## config.mk

```make
export PLATFORM = sky130hd
export DESIGN_NAME = decode_queue
export DESIGN_NICKNAME = d
export VERILOG_FILES = /design/src/rtl/decode_queue.sv
export SDC_FILE = /design/constraint.sdc
export NUM_CORES = 1
export LEC_CHECK = 0
export CAP_MARGIN = 15
export CORE_MARGIN = 5
export CORE_UTILIZATION = 44
export CTS_CLUSTER_SIZE = 30
export DETAILED_ROUTE_END_ITERATION = 12
export GPL_TIMING_DRIVEN = 0
export PLACE_DENSITY = 0.83
export SLEW_MARGIN = 10
export SYNTH_ARGS = -nofsm -noshare
export SYNTH_HDL_FRONTEND = slang
export SYNTH_SLANG_ARGS = --single-unit
```

## constraint.sdc

```tcl
create_clock -name clk -period 2.52 [get_ports clk]
set_input_delay 0.63 -clock clk [delete_from_list [all_inputs] [get_ports clk]]
set_output_delay 0.63 -clock clk [all_outputs]
set_load 0.01 [all_outputs]
```

## src/rtl/decode_queue.sv

```systemverilog
// rtl/decode_queue.sv - FIFO of raw MIPS instruction words with combinational head decode
//
// Purpose:
//   Buffers up to DEPTH 32-bit MIPS instruction words in strict FIFO order.
//   The head entry is split into its instruction fields, classified as R/I/J,
//   and its 16-bit immediate extended to EXT_W bits. A word pushed in one
//   cycle is presented at the head no earlier than the next cycle.
//
// Parameters:
//   DEPTH     number of buffered instructions (power of two, >= 2)
//   EXT_W     width of the extended immediate (>= 16)
//
// Ports:
//   clk       clock, all state changes on the rising edge
//   rst_n     asynchronous active-low reset (clears pointers and count)
//   flush     synchronous discard of every queued instruction
//   in_valid  in_instr holds an instruction to enqueue
//   in_ready  queue has room this cycle (count < DEPTH)
//   in_instr  raw 32-bit instruction word
//   out_valid head entry and its decode are valid (count != 0)
//   out_ready consumer takes the head entry this cycle
//   opcode, rs, rt, rd, shamt, fn, imm, jtarget
//             bit fields of the head entry
//   imm_ext   imm zero-extended for andi/ori/xori, sign-extended otherwise
//   itype     instruction class: 00 R, 01 I, 10 J
//   count     number of entries currently held

module decode_queue #(
    parameter int DEPTH = 4,
    parameter int EXT_W = 32
) (
    input  logic                       clk,
    input  logic                       rst_n,
    input  logic                       flush,
    input  logic                       in_valid,
    output logic                       in_ready,
    input  logic [31:0]                in_instr,
    output logic                       out_valid,
    input  logic                       out_ready,
    output logic [5:0]                 opcode,
    output logic [4:0]                 rs,
    output logic [4:0]                 rt,
    output logic [4:0]                 rd,
    output logic [4:0]                 shamt,
    output logic [5:0]                 fn,
    output logic [15:0]                imm,
    output logic [EXT_W-1:0]           imm_ext,
    output logic [25:0]                jtarget,
    output logic [1:0]                 itype,
    output logic [$clog2(DEPTH):0]     count
);

    localparam int AW = $clog2(DEPTH);
    localparam int CW = AW + 1;
    localparam logic [CW-1:0] FULL_COUNT = CW'(DEPTH);

    localparam logic [1:0] ITYPE_R = 2'b00;
    localparam logic [1:0] ITYPE_I = 2'b01;
    localparam logic [1:0] ITYPE_J = 2'b10;

    logic [31:0]   mem [DEPTH];
    logic [AW-1:0] wr_ptr;
    logic [AW-1:0] rd_ptr;
    logic [CW-1:0] count_q;
    logic          push;
    logic          pop;
    logic [31:0]   head;

    // in_ready looks only at occupancy, so a full queue refuses a push even
    // when the head is being consumed in the same cycle.
    assign in_ready  = (count_q < FULL_COUNT);
    assign out_valid = (count_q != '0);
    assign count     = count_q;

    assign push = in_valid && in_ready && !flush;
    assign pop  = out_valid && out_ready && !flush;

    // DEPTH is a power of two, so the AW-bit pointers wrap on their own.
    always_ff @(posedge clk or negedge rst_n) begin
        if (!rst_n) begin
            wr_ptr  <= '0;
            rd_ptr  <= '0;
            count_q <= '0;
        end else if (flush) begin
            wr_ptr  <= '0;
            rd_ptr  <= '0;
            count_q <= '0;
        end else begin
            if (push) begin
                wr_ptr <= wr_ptr + 1'b1;
            end
            if (pop) begin
                rd_ptr <= rd_ptr + 1'b1;
            end
            case ({push, pop})
                2'b10:   count_q <= count_q + 1'b1;
                2'b01:   count_q <= count_q - 1'b1;
                default: count_q <= count_q;
            endcase
        end
    end

    // Storage is left unreset: an entry is only ever observed through the
    // out_valid-gated decode below, after it has been written.
    always_ff @(posedge clk) begin
        if (push) begin
            mem[wr_ptr] <= in_instr;
        end
    end

    assign head = mem[rd_ptr];

    always_comb begin
        opcode  = '0;
        rs      = '0;
        rt      = '0;
        rd      = '0;
        shamt   = '0;
        fn      = '0;
        imm     = '0;
        imm_ext = '0;
        jtarget = '0;
        itype   = ITYPE_R;
        if (out_valid) begin
            opcode  = head[31:26];
            rs      = head[25:21];
            rt      = head[20:16];
            rd      = head[15:11];
            shamt   = head[10:6];
            fn      = head[5:0];
            imm     = head[15:0];
            jtarget = head[25:0];

            case (head[31:26])
                6'h00:        itype = ITYPE_R;
                6'h02, 6'h03: itype = ITYPE_J;
                default:      itype = ITYPE_I;
            endcase

            // Logical immediates (andi/ori/xori) are unsigned; everything
            // else treats the immediate as a signed 16-bit quantity.
            case (head[31:26])
                6'h0C, 6'h0D, 6'h0E: imm_ext = EXT_W'(head[15:0]);
                default:             imm_ext = EXT_W'($signed(head[15:0]));
            endcase
        end
    end

endmodule
```

Word-level counts from Yosys, hierarchy flattened
Memories as Yosys holds them, arrays and structs flattened. Index checks and enable logic that the tools add are counted.

Register bits after elaboration: 7. Memory bits (writable): 128. Bits of input ports: 37. Output and inout port bits: 113. Memories: 1.

Memories: mem (depth 4, bits a word 32, rd ports 1, clocked after memory_dff 0, wr ports 1, line 61) `logic [31:0] mem [DEPTH];`.

$add $sub $neg: 4. Magnitude comparators: 1. Equal/unequal tests: 7. Multiplexer cells: 20. Reductions and logical operators: 12.

Operators with widths (number): 2-to-1 mux 32 bit (2); 2-to-1 mux 26 bit (1); 2-to-1 mux 5 bit (4); == test 6 x 4 -> 1 bit, second input constant (3); 2-to-1 mux 16 bit (1); == test 6 x 2 -> 1 bit, second input constant (2); 2-to-1 mux 6 bit (2); 2-to-1 mux 2 bit (5); zero test 6 bit (1); one-hot mux 3 bit (2 select lines) (1); nonzero test 3 bit (2); adder 2 x 1 -> 2 bit, second input constant (2); logical AND 1 bit (4); one-hot mux 2 bit (2 select lines) (1); nonzero test 2 bit (2); adder 3 x 1 -> 3 bit, second input constant (1); less-than comparator 3 bit, second input constant (1); 2-to-1 mux 3 bit (1); OR reduction 3 bit (1); subtractor 3 x 1 -> 3 bit, second input constant (1); == test 2 x 1 -> 1 bit, second input constant (1); == test 2 bit, second input constant (1); 2-to-1 mux 1 bit (2); OR reduction 2 bit (1); zero test 1 bit (1).

Depth between registers and ports, before layout
Gate-level depths: netlist (run 1).

Depth after elaboration: 6. Depth in mapped cells: 7. Depth with buffers taken out: 6.

Least setup slack after synthesis (run 1)
OpenSTA, ideal clock, no wires.

Path kind: reg-to-output. From: register rd_ptr[0]. To: output port imm_ext[17]. Arrival: 2.139 ns. Required time: 1.890 ns. Setup slack: -0.249 ns. Cell stages (with the launch flop): 5. Path buffers: 2. Path through: dfrtp_1 > buf_6 > mux4_2 > a41oi_1 > buf_4.

Word-level cells in the longest chain between the ends: 5. Elaborated cells between the ends (all ways): 7. Classes of those cells: eq/ne: 3; mux: 2; reduce/logical: 1; memory: 1.

Ends and longest elaborated chain: from (decl) (line 63) `logic [AW-1:0] rd_ptr;`; from (signal assigned) (line 93) `rd_ptr <= rd_ptr + 1'b1;`; memory read (4 x 32 bit) (*); == test 6 x 4 -> 1 bit (line 142) `case (head[31:26])`; OR reduction 3 bit (line 142); 2-to-1 mux 32 bit (*) (line 142); 2-to-1 mux 32 bit (*) (line 124) `if (out_valid) begin`; to (decl) (line 47) `output logic [EXT_W-1:0] imm_ext,`.

Every way passes the cells marked *; elsewhere a longest branch is shown, timed or not.

Worst setup path in the final report (run 1)
From: register rd_ptr[0]. To: output port imm_ext[30].

The elaborated chain is that of the path after synthesis.

==> metrics.md, run 1 <==
| Metric | Value |
|---|---|
| Final std cells w/o fill | `730` |
| Met3 wirelength from detailed routing | `831 um` |
| Top layer used by detailed routing | `met4` |
| Worst endpoint data arrival time | `2310 ps` |
| Syn. warnings | `0` |
| Core outline area | `13200 sq um` |
| Final-report hold violation count | `0` |
| Critical path capture point type | `output port` |
| Cell repeated most along the worst path | `sky130_fd_sc_hd__buf_6` |
| Ant. Diodes | `0` |
| Quantity of hold-fixing buffers added after cts | `0` |
| Critical path buffer and inverter count | `6` |
| Global-route wire length before repair | `21000 um` |
| Master of the slowest instance on the critical path | `sky130_fd_sc_hd__mux4_2` |
| DR pass1 iterations | `4` |
| Full die area | `15800 sq um` |
| Post-DR wirelength/cell | `18.6 um` |
| Post-synth top area cell | `sky130_fd_sc_hd__edfxtp_1` |
| Category of cells accounting for the largest share of critical-path delay | `buffers and inverters` |
| Number of placed cells counting well taps | `658` |
| Area delta synth->final | `59.4%` |
| Overall Power | `12.5 mW` |
| Number of port buffers | `148` |
| Cell types occupying the most area after synthesis | `sky130_fd_sc_hd__edfxtp_1, sky130_fd_sc_hd__mux4_2, sky130_fd_sc_hd__buf_4` |
| Outcome | `finished, violations left` |
| Period utilization | `1.17` |
| HPWL after detailed placement | `8400 um` |
| Critical path required time | `1890 ps` |
| Number of DRC markers in iteration 0 | `156` |
| Violations in the final reports | `setup timing` |
| Clock transition at the register clock pins on the worst setup and hold paths after CTS | `50 ps` |
| Number of library cell types mapped by synthesis | `31` |
| Mapped Nets | `372` |
| Kind of launch point of the worst setup path | `flip-flop` |
| Post-synthesis instance area | `5900 sq um` |
| Nets | `583` |
| Maximum level of the CTS H-tree | `4` |
| Number of maximum-capacitance constraint violations | `0` |
| Final number of setup-violating endpoints | `106` |
| Critical path class | `flip-flop to output port` |
| Routed wire length | `13500 um` |
| Count of standard-cell rows | `42` |
| Final estimated routing congestion in global placement | `0.706` |
| Flip-flop and latch count after synthesis | `135` |
| Wire length on met1 | `5130 um` |
| Max Clock Skew | `7.25 ps` |
| Vias in the first global route | `3902` |
| Clock sink total | `135` |
| Die span in x | `126 um` |
| Average cell area after synthesis | `17.9 sq um` |
| Register area share after synthesis | `0.681` |
| Pin count of the biggest net entering global routing | `22` |
| Number of antenna violations at the first check in global routing | `0` |
| Crit Path Max Fanout | `7` |
| TritonCTS clock tree | `built` |
| Max clock buf depth | `2` |
| CP peak stage delay | `540 ps` |
| Remaining antenna violation count | `0` |
| Later-pin clock latency in the skew report | `400 ps` |
| Post-detailed-route via-to-cell ratio | `4.86` |
| Die span in y | `126 um` |
| VDD IR-drop max | `0.000568 V` |
| Overflow left after global routing | `0` |
| Root Buffer Master | `sky130_fd_sc_hd__clkbuf_16` |
| Class of the most critical hold timing path | `primary input to async pin` |
| Area of placed instances | `7710 sq um` |
| Wire length on met2 | `7340 um` |
| Power Dens Cells | `1330 nW/um^2` |
| FMAX | `341 MHz` |
| Worst slack at placement | `-679 ps` |
| Fraction of layout cells with a size suffix above 1 | `0.621` |
| Slew at the pin with the worst max-slew slack | `410 ps` |
| Min setup slack post-route | `-416 ps` |
| Global-route usage over all layers | `0.174` |
| Share of Yosys cell area claimed by the top area cell type | `0.652` |
| Post-synthesis instance total | `330` |
| Final core occ | `0.713` |
| Initial core utilization | `0.447` |
| DR DRC count | `0` |
| Crit path time final | `2940 ps` |
| Number of top-level pins | `150` |
| Total leakage power | `3.65 nW` |
| Unrepaired setup endpoints after global routing | `yes` |
| Vias | `3546` |
| Crit-path cells | `buf_6, buf_12, mux4_2, nor2_4, a41oi_4, buf_12, buf_8, buf_6, buf_6` |
| CTS Buf Count | `17` |
| Slew headroom | `0.727` |
| Post-route cell area | `9400 sq um` |
| Number of max-slew violations in the final report | `0` |
==> logic make-up (layout without fill, tap and decap cells) <==
kind of cell / count (synthesis) / count (layout) / share of synthesized area
AOI/OAI and AO/OA: 6 / 6 / 0.00997
and+or+nand+nor: 57 / 57 / 0.0562
muxes: 33 / 33 / 0.125
buffers and inverters: 90 / 314 / 0.109
adders and majority gates: 5 / 5 / 0.0119
DFF: 135 / 135 / 0.681
xor gates and xnor gates: 4 / 4 / 0.00594
==> cell usage in the layout, fill, tap and decap left out, types with 2 or more instances in the layout <==
cell and count:
sky130_fd_sc_hd__clkinvlp_4 2, sky130_fd_sc_hd__inv_1 3, sky130_fd_sc_hd__bufinv_16 3, sky130_fd_sc_hd__edfxtp_1 128, sky130_fd_sc_hd__clkbuf_16 18, sky130_fd_sc_hd__dfrtp_1 3, sky130_fd_sc_hd__nor3_1 2, sky130_fd_sc_hd__buf_6 200
sky130_fd_sc_hd__dfrtp_2 4, sky130_fd_sc_hd__buf_16 2, sky130_fd_sc_hd__clkbuf_8 4, sky130_fd_sc_hd__clkbuf_1 3, sky130_fd_sc_hd__clkbuf_4 2, sky130_fd_sc_hd__buf_2 2, sky130_fd_sc_hd__buf_12 14, sky130_fd_sc_hd__buf_4 14
sky130_fd_sc_hd__ha_1 4, sky130_fd_sc_hd__nor2_1 8, sky130_fd_sc_hd__and2_1 3, sky130_fd_sc_hd__mux4_2 32, sky130_fd_sc_hd__xnor2_1 2, sky130_fd_sc_hd__clkinv_2 3, sky130_fd_sc_hd__and2_4 34, sky130_fd_sc_hd__nor2b_1 2
sky130_fd_sc_hd__clkdlybuf4s50_1 39, sky130_fd_sc_hd__xor2_1 2
==> report_power, final <==
group	switching (mW)	total, mW	leakage [nW]	internal, mW
clock network	0.848	2.51	0.296	1.66
logic	2.65	7.29	2.10	4.63
registers	0.0523	2.68	1.25	2.62
==> through the flow <==
step | hold WS, ps | setup TNS, ps
detailed placement | 623 | -76660
global placement | 583 | -179380
finish | 498 | -23370
floorplan | 334 | 0
CTS | 494 | -24190
global route | 499 | -33990
==> cells in the mapped netlist (all sizes together) <==
| cell | n |
|---|---|
| nor2b | 2 |
| nor2 | 9 |
| fa | 1 |
| ha | 4 |
| nand2 | 2 |
| a21boi | 1 |
| a221oi | 1 |
| xnor2 | 2 |
| nor3 | 2 |
| buf | 81 |
| nand3 | 1 |
| mux4 | 32 |
| or3 | 1 |
| edfxtp | 128 |
| a41oi | 1 |
| a21o | 1 |
| clkbuf | 5 |
| and2 | 37 |
| mux2i | 1 |
| dfrtp | 7 |
| o31ai | 1 |
| nor4 | 2 |
| a21oi | 1 |
| nand2b | 1 |
| xor2 | 2 |
| inv | 4 |
==> final cells by class <==
| class | count | area (sq um) |
|---|---|---|
| Clock inverter | 8 | 120 |
| Fill cell | 827 | 3790 |
| Sequential cell | 135 | 4020 |
| Buffer | 72 | 826 |
| Inverter | 4 | 20.0 |
| Multi-Input combinational cell | 105 | 1360 |
| Clock buffer | 24 | 492 |
| Tap cell | 176 | 220 |
| Timing Repair Buffer | 206 | 2340 |
==> per-layer routing <==
layer | vias to the layer above | global-route usage
li1 | 1604 | -
met1 | 1794 | 0.195
met2 | 132 | 0.315
met3 | 16 | 0.0495
met4 | 0 | 0.0644
met5 | - | 0
==> registers in the layout, summed over array words and instances, names as in the netlist <==
signal  flops
mem       128
count       3
rd_ptr      2
wr_ptr      2
==> worst paths after layout <==
path                                       start               endpoint  slack [ps]  depth (start not counted)
max                        rd_ptr[0]$_DFFE_PN0P_            imm_ext[30]        -420                          9
max reg2reg                 count[1]$_DFFE_PN0P_   count[2]$_DFFE_PN0P_         320                          7
min in group clk                           flush  wr_ptr[1]$_DFFE_PN0P_         620                          2
min reg2reg                wr_ptr[0]$_DFFE_PN0P_  wr_ptr[0]$_DFFE_PN0P_         650                          2
min                                        rst_n  rd_ptr[0]$_DFFE_PN0P_         500                          1
max in group asynchronous                  rst_n   count[2]$_DFFE_PN0P_        1760                          1
==> timing repair <==
item | in CTS | in global routing
resized for setup | 688 | 37
setup buffers | 41 | 17
pin swaps | 17 | 6
gates cloned | 3 | 0
endpoints found under the setup margin | 109 | 191
(Power assumes the default switching activity.)
==> inputs of run 2 (changes only) <==
- CTS_CLUSTER_DIAMETER: unset -> 30
==> results of run 2 <==
Final layout, timing and power as in run 1 (identical DEF).
==> inputs of run 3 (changes only) <==
- TNS_END_PERCENT: unset -> 1
- clock period: 2.52 -> 2.6 ns (I/O delays scaled with it)
==> metrics.md, run 3 (synthesized netlist as in run 1, its figures left out) <==
| Metric | Value |
|---|---|
| Outcome | `finished, violations left (unchanged)` |
| Violations in the final reports | `setup timing (unchanged)` |
| Ant. Diodes | `0 (unchanged)` |
| Remaining antenna violation count | `0 (unchanged)` |
| Post-detailed-route via-to-cell ratio | `4.84 (was 4.86)` |
| Max clock buf depth | `2 (unchanged)` |
| GR Layer Usage met3 | `0.0466 (was 0.0495)` |
| Clock transition at the register clock pins on the worst setup and hold paths after CTS | `60 ps (was 50 ps)` |
| Critical path required time | `1950 ps (was 1890 ps)` |
| Critical path capture point type | `output port (unchanged)` |
| Pin count of the biggest net entering global routing | `22 (unchanged)` |
| Kind of launch point of the worst setup path | `flip-flop (unchanged)` |
| Nets | `558 (was 583)` |
| FMAX | `337 MHz` |
| TritonCTS clock tree | `built (unchanged)` |
| Crit path time final | `2960 ps` |
| Number of DRC markers in iteration 0 | `131 (was 156)` |
| CTS Buf Count | `17 (unchanged)` |
| Worst endpoint data arrival time | `2310 ps (about the same)` |
| Later-pin clock latency in the skew report | `400 ps (about the same)` |
| Root Buffer Master | `sky130_fd_sc_hd__clkbuf_16 (unchanged)` |
| DR pass1 iterations | `4 (unchanged)` |
| Post-DR wirelength/cell | `18.1 um (was 18.6 um)` |
| Final number of setup-violating endpoints | `89 (was 106)` |
| Count of standard-cell rows | `42 (unchanged)` |
| Slew at the pin with the worst max-slew slack | `459 ps (was 410 ps)` |
| Number of max-slew violations in the final report | `0 (unchanged)` |
| Unrepaired setup endpoints after global routing | `yes (unchanged)` |
| Maximum level of the CTS H-tree | `4 (unchanged)` |
| Global-route wire length before repair | `19600 um (was 21000 um)` |
| Die span in y | `126 um (unchanged)` |
| Vias | `3409 (was 3546)` |
| Number of top-level pins | `150 (unchanged)` |
| Most common cell after layout, fill and taps aside | `sky130_fd_sc_hd__buf_6 (unchanged)` |
| Number of port buffers | `148 (unchanged)` |
| Routed wire length | `12800 um (was 13500 um)` |
| DR DRC count | `0 (unchanged)` |
| Most crowded layer after global routing | `met2 (unchanged)` |
| Slew headroom | `0.694 (was 0.727)` |
| Global-route usage over all layers | `0.163 (was 0.174)` |
| Final-report hold violation count | `0 (unchanged)` |
| Sum of negative setup slack | `-14220 ps (was -23370 ps)` |
| Worst slack at placement | `-619 ps (was -679 ps)` |
| Min setup slack post-route | `-364 ps (was -416 ps)` |
| Power Dens Cells | `1270 nW/um^2 (was 1330 nW/um^2)` |
| Die span in x | `126 um (unchanged)` |
| Critical path class | `flip-flop to output port (unchanged)` |
| Max Clock Skew | `8.29 ps (was 7.25 ps)` |
| Crit Path Max Fanout | `8 (was 7)` |
| Worst Reg-to-Reg Cells | `5 (was 7)` |
| Total leakage power | `3.51 nW (was 3.65 nW)` |
| Class of the most critical hold timing path | `primary input to async pin (unchanged)` |
| Number of maximum-capacitance constraint violations | `0 (unchanged)` |
| VDD IR-drop max | `0.000560 V (was 0.000568 V)` |
| Core outline area | `13200 sq um (unchanged)` |
| Final estimated routing congestion in global placement | `0.706 (unchanged)` |
| Clock sink total | `135 (unchanged)` |
| Number of flip-flops under the largest register name | `128 (unchanged)` |
| Period utilization | `1.14` |
| HPWL after detailed placement | `8400 um (unchanged)` |
| Area delta synth->final | `54.9% (was 59.4%)` |
| Quantity of hold-fixing buffers added after cts | `0 (unchanged)` |
| Overflow left after global routing | `0 (unchanged)` |
| Full die area | `15800 sq um (unchanged)` |
| GRT met2 Usage | `0.294 (was 0.315)` |
| Commonest cells after routing, fill and taps aside | `sky130_fd_sc_hd__buf_6, sky130_fd_sc_hd__edfxtp_1, sky130_fd_sc_hd__clkdlybuf4s50_1 (unchanged)` |
| Initial core utilization | `0.447 (unchanged)` |
| Met1 global-route usage | `0.189 (was 0.195)` |
| Vias in the first global route | `3612 (was 3902)` |
| Largest reg by FF count | `mem (unchanged)` |
| Number of antenna violations at the first check in global routing | `0 (unchanged)` |
| Fraction of layout cells with a size suffix above 1 | `0.592 (was 0.621)` |
==> run 3: metrics by stage <==
stage / utilization / total power [mW] / area [sq um] / hold slack (ps) / instances
2_1_floorplan: - / 5.20 / 5910 / 354 / 330
3_3_place_gp: 0.577 / 7.44 / 7610 / 583 / 654
3_5_place_dp: 0.584 / 7.58 / 7710 / 623 / 658
4_1_cts: 0.690 / 11.6 / 9100 / 514 / 705
5_1_grt: 0.692 / 12.1 / 9130 / 528 / 705
6_report: 0.692 / 11.6 / 9130 / 520 / 705
==> run 3: report_power, final <==
part           leakage, nW  switching, mW  internal, mW
sequential            1.25         0.0792          2.54
clock                0.296          0.824          1.61
combinational         1.96           2.40          4.12
==> run 3: final timing paths <==
path	from	end	slack (ps)
worst max register to register	count[2]$_DFFE_PN0P_	mem[2][16]$_DFFE_PP_	410
max in group asynchronous	rst_n	rd_ptr[1]$_DFFE_PN0P_	1800
min in group clk	wr_ptr[0]$_DFFE_PN0P_	wr_ptr[0]$_DFFE_PN0P_	630
worst min register to register	wr_ptr[0]$_DFFE_PN0P_	wr_ptr[0]$_DFFE_PN0P_	630
worst min-delay path	rst_n	count[2]$_DFFE_PN0P_	520
worst max-delay path	rd_ptr[0]$_DFFE_PN0P_	imm_ext[22]	-360
==> run 3: cell type report <==
class | count | area (sq um)
inverter | 4 | 17.5
sequential | 135 | 4020
tap | 176 | 220
buffer | 84 | 956
timing repair buffer | 169 | 1950
fill | 838 | 4060
clock buffer | 24 | 492
multi-input combinational | 105 | 1350
clock inverter | 8 | 120
==> run 3: per-layer routing <==
| layer | vias to the layer above | wire (um) |
|---|---|---|
| met4 | 0 | 110 |
| met5 | - | 0 |
| met3 | 7 | 706 |
| li1 | 1548 | - |
| met2 | 114 | 6990 |
| met1 | 1740 | 4990 |
==> run 3: what timing repair did <==
action / 4_1_cts / 5_1_grt
setup buffers: 14 / 0
resized for setup: 566 / 10
endpoints found under the setup margin: 109 / 108
gates cloned: 3 / 0
pin swaps: 16 / 3
==> run 3: critical path: stages (launching register included) <==
cell	delay (ps)
sky130_fd_sc_hd__dfrtp_1	330
sky130_fd_sc_hd__buf_6	140
sky130_fd_sc_hd__buf_12	110
sky130_fd_sc_hd__mux4_2	540
sky130_fd_sc_hd__nor2_4	120
sky130_fd_sc_hd__a41oi_4	150
sky130_fd_sc_hd__buf_12	170
sky130_fd_sc_hd__buf_16	130
sky130_fd_sc_hd__buf_6	110
sky130_fd_sc_hd__buf_6	110
